File: src/rtl/rf_pkg.sv
// Shared types and helpers for the register-file write-enable arbiter.
// Holds the write-source encoding and the rotated index mapping.
package rf_pkg;

    localparam int DEF_ADDR_W   = 4;
    localparam int DEF_NREG     = 2 ** DEF_ADDR_W;
    localparam int DEF_ROT      = 1;
    localparam int DEF_MAX_WAIT = 3;

    typedef enum logic [1:0] {
        WS_NONE = 2'b00,
        WS_P0   = 2'b01,
        WS_P1   = 2'b10
    } wr_src_t;

    // Register index to enable-bit position: (addr + rot) mod nreg.
    function automatic int rot_idx(
        input int addr,
        input int rot,
        input int nreg
    );
        int sum;
        sum = addr + rot;
        return sum % nreg;
    endfunction

endpackage

File: src/rtl/rf_onehot_dec.sv
// Rotated index to one-hot decoder.
// Purely combinational; index i lights bit (i+ROT) mod NREG.
module rf_onehot_dec
    import rf_pkg::*;
#(
    parameter int ADDR_W = DEF_ADDR_W,
    parameter int NREG   = 2 ** ADDR_W,
    parameter int ROT    = DEF_ROT
) (
    input  logic [ADDR_W-1:0] addr,
    output logic [NREG-1:0]   onehot
);

    localparam int IDX_W = (NREG < 2) ? 1 : $clog2(NREG);

    logic [IDX_W-1:0] idx;

    // Map the index onto its rotated bit and set only that bit.
    always_comb begin
        idx         = IDX_W'(rot_idx(32'(addr), ROT, NREG));
        onehot      = '0;
        onehot[idx] = 1'b1;
    end

endmodule

File: src/rtl/rf_wen_arb.sv
// Two-port register-file write-enable arbiter.
// ALU port has priority; the load port is parked in a one-entry hold.
module rf_wen_arb
    import rf_pkg::*;
#(
    parameter int ADDR_W   = DEF_ADDR_W,
    parameter int NREG     = 2 ** ADDR_W,
    parameter int ROT      = DEF_ROT,
    parameter int MAX_WAIT = DEF_MAX_WAIT
) (
    input  logic              clk,
    input  logic              rst_n,
    input  logic              en,
    input  logic              p0_valid,
    input  logic [ADDR_W-1:0] p0_addr,
    output logic              p0_ready,
    input  logic              p1_valid,
    input  logic [ADDR_W-1:0] p1_addr,
    output logic              p1_ready,
    input  logic [NREG-1:0]   lock_mask,
    output logic [NREG-1:0]   R_en,
    output logic [1:0]        wr_src,
    output logic              drop_err,
    output logic              hold_busy
);

    localparam int WC_W = (MAX_WAIT < 1) ? 1 : $clog2(MAX_WAIT + 1);
    localparam logic [WC_W-1:0] WC_MAX = WC_W'(MAX_WAIT);

    logic              hold_valid_q, hold_valid_d;
    logic [ADDR_W-1:0] hold_addr_q, hold_addr_d;
    logic [WC_W-1:0]   wait_cnt_q, wait_cnt_d;
    logic [NREG-1:0]   r_en_q, r_en_d;
    wr_src_t           wr_src_q, wr_src_d;
    logic              drop_err_q, drop_err_d;

    logic              wait_full;
    logic              p1_xfer;
    logic              gnt_valid;
    logic              gnt_hold;
    logic              gnt_p1;
    logic [ADDR_W-1:0] gnt_addr;
    wr_src_t           gnt_src;
    logic [NREG-1:0]   gnt_onehot;
    logic              gnt_locked;

    // Readies depend only on registered hold state and en, never on valids.
    always_comb begin
        wait_full = hold_valid_q && (wait_cnt_q == WC_MAX);
        p0_ready  = en && !wait_full;
        p1_ready  = en && !hold_valid_q;
        p1_xfer   = p1_valid && p1_ready;
        hold_busy = hold_valid_q;
    end

    // Single grant per cycle: starved hold, then ALU, then hold, then load.
    always_comb begin
        gnt_valid = 1'b0;
        gnt_hold  = 1'b0;
        gnt_p1    = 1'b0;
        gnt_addr  = '0;
        gnt_src   = WS_NONE;
        if (en) begin
            if (wait_full) begin
                gnt_valid = 1'b1;
                gnt_hold  = 1'b1;
                gnt_addr  = hold_addr_q;
                gnt_src   = WS_P1;
            end else if (p0_valid) begin
                gnt_valid = 1'b1;
                gnt_addr  = p0_addr;
                gnt_src   = WS_P0;
            end else if (hold_valid_q) begin
                gnt_valid = 1'b1;
                gnt_hold  = 1'b1;
                gnt_addr  = hold_addr_q;
                gnt_src   = WS_P1;
            end else if (p1_xfer) begin
                gnt_valid = 1'b1;
                gnt_p1    = 1'b1;
                gnt_addr  = p1_addr;
                gnt_src   = WS_P1;
            end
        end
    end

    rf_onehot_dec #(
        .ADDR_W (ADDR_W),
        .NREG   (NREG),
        .ROT    (ROT)
    ) u_dec (
        .addr   (gnt_addr),
        .onehot (gnt_onehot)
    );

    // Hold entry: drained on grant, aged while waiting, filled by a losing load.
    always_comb begin
        hold_valid_d = hold_valid_q;
        hold_addr_d  = hold_addr_q;
        wait_cnt_d   = wait_cnt_q;
        if (gnt_hold) begin
            hold_valid_d = 1'b0;
            wait_cnt_d   = '0;
        end else if (hold_valid_q && en && (wait_cnt_q != WC_MAX)) begin
            wait_cnt_d = wait_cnt_q + 1'b1;
        end
        if (p1_xfer && !gnt_p1) begin
            hold_valid_d = 1'b1;
            hold_addr_d  = p1_addr;
            wait_cnt_d   = '0;
        end
    end

    // Output stage: locked targets are consumed but flagged, not written.
    always_comb begin
        gnt_locked = |(gnt_onehot & lock_mask);
        r_en_d     = '0;
        wr_src_d   = WS_NONE;
        drop_err_d = 1'b0;
        if (gnt_valid) begin
            wr_src_d   = gnt_src;
            drop_err_d = gnt_locked;
            if (!gnt_locked) begin
                r_en_d = gnt_onehot;
            end
        end
    end

    // State registers; reset discards any held write.
    always_ff @(posedge clk or negedge rst_n) begin
        if (!rst_n) begin
            hold_valid_q <= 1'b0;
            hold_addr_q  <= '0;
            wait_cnt_q   <= '0;
            r_en_q       <= '0;
            wr_src_q     <= WS_NONE;
            drop_err_q   <= 1'b0;
        end else begin
            hold_valid_q <= hold_valid_d;
            hold_addr_q  <= hold_addr_d;
            wait_cnt_q   <= wait_cnt_d;
            r_en_q       <= r_en_d;
            wr_src_q     <= wr_src_d;
            drop_err_q   <= drop_err_d;
        end
    end

    assign R_en     = r_en_q;
    assign wr_src   = wr_src_q;
    assign drop_err = drop_err_q;

endmodule

File: config.mk
export PLATFORM = sky130hd
export DESIGN_NAME = rf_wen_arb
export DESIGN_NICKNAME = d
export VERILOG_FILES = /design/src/rtl/rf_pkg.sv /design/src/rtl/rf_onehot_dec.sv /design/src/rtl/rf_wen_arb.sv
export SDC_FILE = /design/constraint.sdc
export NUM_CORES = 1
export LEC_CHECK = 0
export CAP_MARGIN = 20
export CORE_MARGIN = 2
export CORE_UTILIZATION = 25
export DETAILED_ROUTE_END_ITERATION = 12
export SETUP_SLACK_MARGIN = 0.4
export SLEW_MARGIN = 20
export SYNTH_ARGS = -nofsm -noshare
export SYNTH_HDL_FRONTEND = slang
export SYNTH_SLANG_ARGS = --single-unit
File: constraint.sdc
create_clock -name clk -period 2.2 [get_ports clk]
set_clock_uncertainty 0.15 [all_clocks]
set_input_delay 0.44 -clock clk [delete_from_list [all_inputs] [get_ports clk]]
set_output_delay 0.44 -clock clk [all_outputs]
set_load 0.05 [all_outputs]
==> metrics <==
sw frac=32.5%; full die area=5980 um2; top cell type by total area after synthesis=dfrtp_1; gr usage total=14.4%; initial DRC count=81; Post-CTS Hold Fix Bufs=0; fin crit period=2230 ps; Switch Pwr=0.000539 W; CP startpoint=wait_cnt_q[1]; CP required=2240 ps; count leader, synth=dfrtp_1; Clock Sinks=26; setup ws final=-32.6 ps; CP Capture Type=register; Max VDD drop=0.340 mV; RSZ-0062 raised after global routing=yes; syn avg cell area=10.3 um2; Worst-Skew Late Latency=260 ps; Diodes inserted=0; Top FF cell, synth=dfrtp_1; Final Slew Violations=0; Setup CP Type=reg -> reg; Comb power frac=40.8%; vias in the first global route=1425; Placement Cell Area=2160 um2; Tot Pwr=0.00166 W; H-tree depth=1; Clock transition at path regs=90 ps; via count=1334; # fillers=495; DRT antenna net count=0; port bufs=50; nets=242; setup violators final=2; Hold Fails Final Rpt=0; Worst Setup Slack post-DPL=-391 ps; total wire length=4220 um; CTS tree=done; first-pass GRT wire length=6910 um; MaxCap Viol Count=0; #FFs+latches synth=26; violated checks=negative setup slack; Arr. time, crit path=2270 ps; Final GP Congestion=0.866; CTS Buf Count=3; Die W=77.4 um; Final TNS setup=-40.9 ps; Leak=1.15 nW; CTS Buffer Depth=2; router iterations before antenna repair=4; Cell Rows=26; largest net degree at the start of global routing=27; Crit Path Max Fanout=5; top post-synthesis cells by count=dfrtp_1 (26), nand2_1 (15), nor4_1 (7); Synth warnings=0; Multi-input gate area=855 um2; register area share after synthesis=48.4%; max frequency=448 MHz; synthesized area=1350 um2; sequential share of power=35.7%; Critical R2R Launch=wait_cnt_q[1]; Worst R2R Setup Slack=-30 ps; FF/Latch Area=652 um2; R2R depth=8; DRC Markers=0; worst slew pin tran=522 ps; Post-synth EDFFs=0; Slew headroom=65.0%; Final HPWL DP=2980 um; Yosys top cell area share=48.4%; Synth cell types=42; ys async rst share=100%; Post-Synthesis Cells=130; GRT overflow=0; DR WL/cell=15.0 um; Clock Tree Root=clkbuf_8; Final Cycle Share=101%; share of cells above drive strength 1=40.8%; critical path launch point type=register; Core Area=5140 um2; clock group share of total power=23.4%; Area contributors post-synth=dfrtp_1 (48%), mux2_2 (4.2%), nand2_1 (4.2%); status=finished with violations; area delta synth->final=83.1%; Vert. Die Dim=77.4 um; Hold Path Class=in -> async; syn nets=160; Finished Cell Area=2460 um2; PwrDens=673 nW/um2; # IOs=51; Starting Density=26.2%; initial antenna violation count=0; vias per inst=4.75; Power Internal=0.00112 W
power groups by stage:
stage                     Clock, W  Combinational [W]  Sequential, W
after detailed placement         0           0.000539       0.000584
after floorplan                  0           0.000264       0.000630
final                     0.000388           0.000676       0.000592
after global routing      0.000422           0.000726       0.000601
after CTS                 0.000402           0.000604       0.000587
after global placement           0           0.000538       0.000584
per-stage QoR:
stage	utilization (%)	hold slack (ps)	cells
global route	47.9	415	281
floorplan	-	-5.59	130
CTS	46.6	397	277
finish	47.9	378	281
global placement	42.0	361	271
detailed placement	42.0	372	271
path summary, 6_finish.rpt:
check / to
setup reg to reg: drop_err
setup / recovery: drop_err
max in group asynchronous: hold_busy
min in group clk: hold_addr_q[1]
hold reg to reg: hold_addr_q[0]
hold / removal: wait_cnt_q[0]
flip-flops by register name (all words and copies together) (netlist names):
| signal | flops |
|---|---|
| drop_err | 1 |
| hold_addr_q | 4 |
| wr_src | 2 |
| hold_busy | 1 |
| wait_cnt_q | 2 |
| R_en | 16 |
metal layers:
| layer | global-route usage, % | wire length, um | vias to the layer above | share of wire, % |
|---|---|---|---|---|
| met1 | 18.7 | 1770 | 630 | 42 |
| met3 | 2.56 | 228 | 4 | 5.4 |
| met4 | 6.25 | 59 | 0 | 1.4 |
| met5 | 0 | 0 | - | 0 |
| li1 | - | - | 655 | - |
| met2 | 23.6 | 2160 | 45 | 51 |
layout by cell type (no fill, tap or decap), drive strengths merged, types with 4 or more instances in the layout:
cell type      count
buf               39
clkbuf             4
clkdlybuf4s50     24
dfrtp             26
dlygate4sd2       22
mux2               5
nand2             15
nor2               7
nor3               6
nor4               9
o21ai              7
critical path, stage by stage (launching register included):
cell and delay [ps]:
dfrtp_1 430, ha_4 200, a21bo_4 240, o22a_1 200, and3_4 180, mux2i_1 130, a221oi_2 300, a22oi_1 150
a31oi_1 190
final cells by class:
cell class	count	area share [%]
clock buffer	3	1.68
clock inverter	1	1.22
inverter	2	0.305
multi-input combinational	93	34.7
sequential	26	26.5
tap	70	3.56
timing repair buffer	86	32.1
cell families (layout without fill, tap and decap cells):
kind of cell             Yosys count  after routing  share of synthesized area (%)
buffers and inverters             11             92                           4.09
flip-flops                        26             26                           48.4
adder cells (fa/ha/maj)            1              1                          0.930
multiplexers                       8              8                           6.42
AO/OA/AOI/OAI                     33             33                           18.7
AND/OR/NAND/NOR                   51             51                           21.5
what timing repair did:
action                     4_1_cts  5_1_grt
gates resized for setup         61       15
pin swaps                       13        7
buffers inserted                 2        4
setup endpoints to repair       44       20
Power figures use the tool's default switching activity.
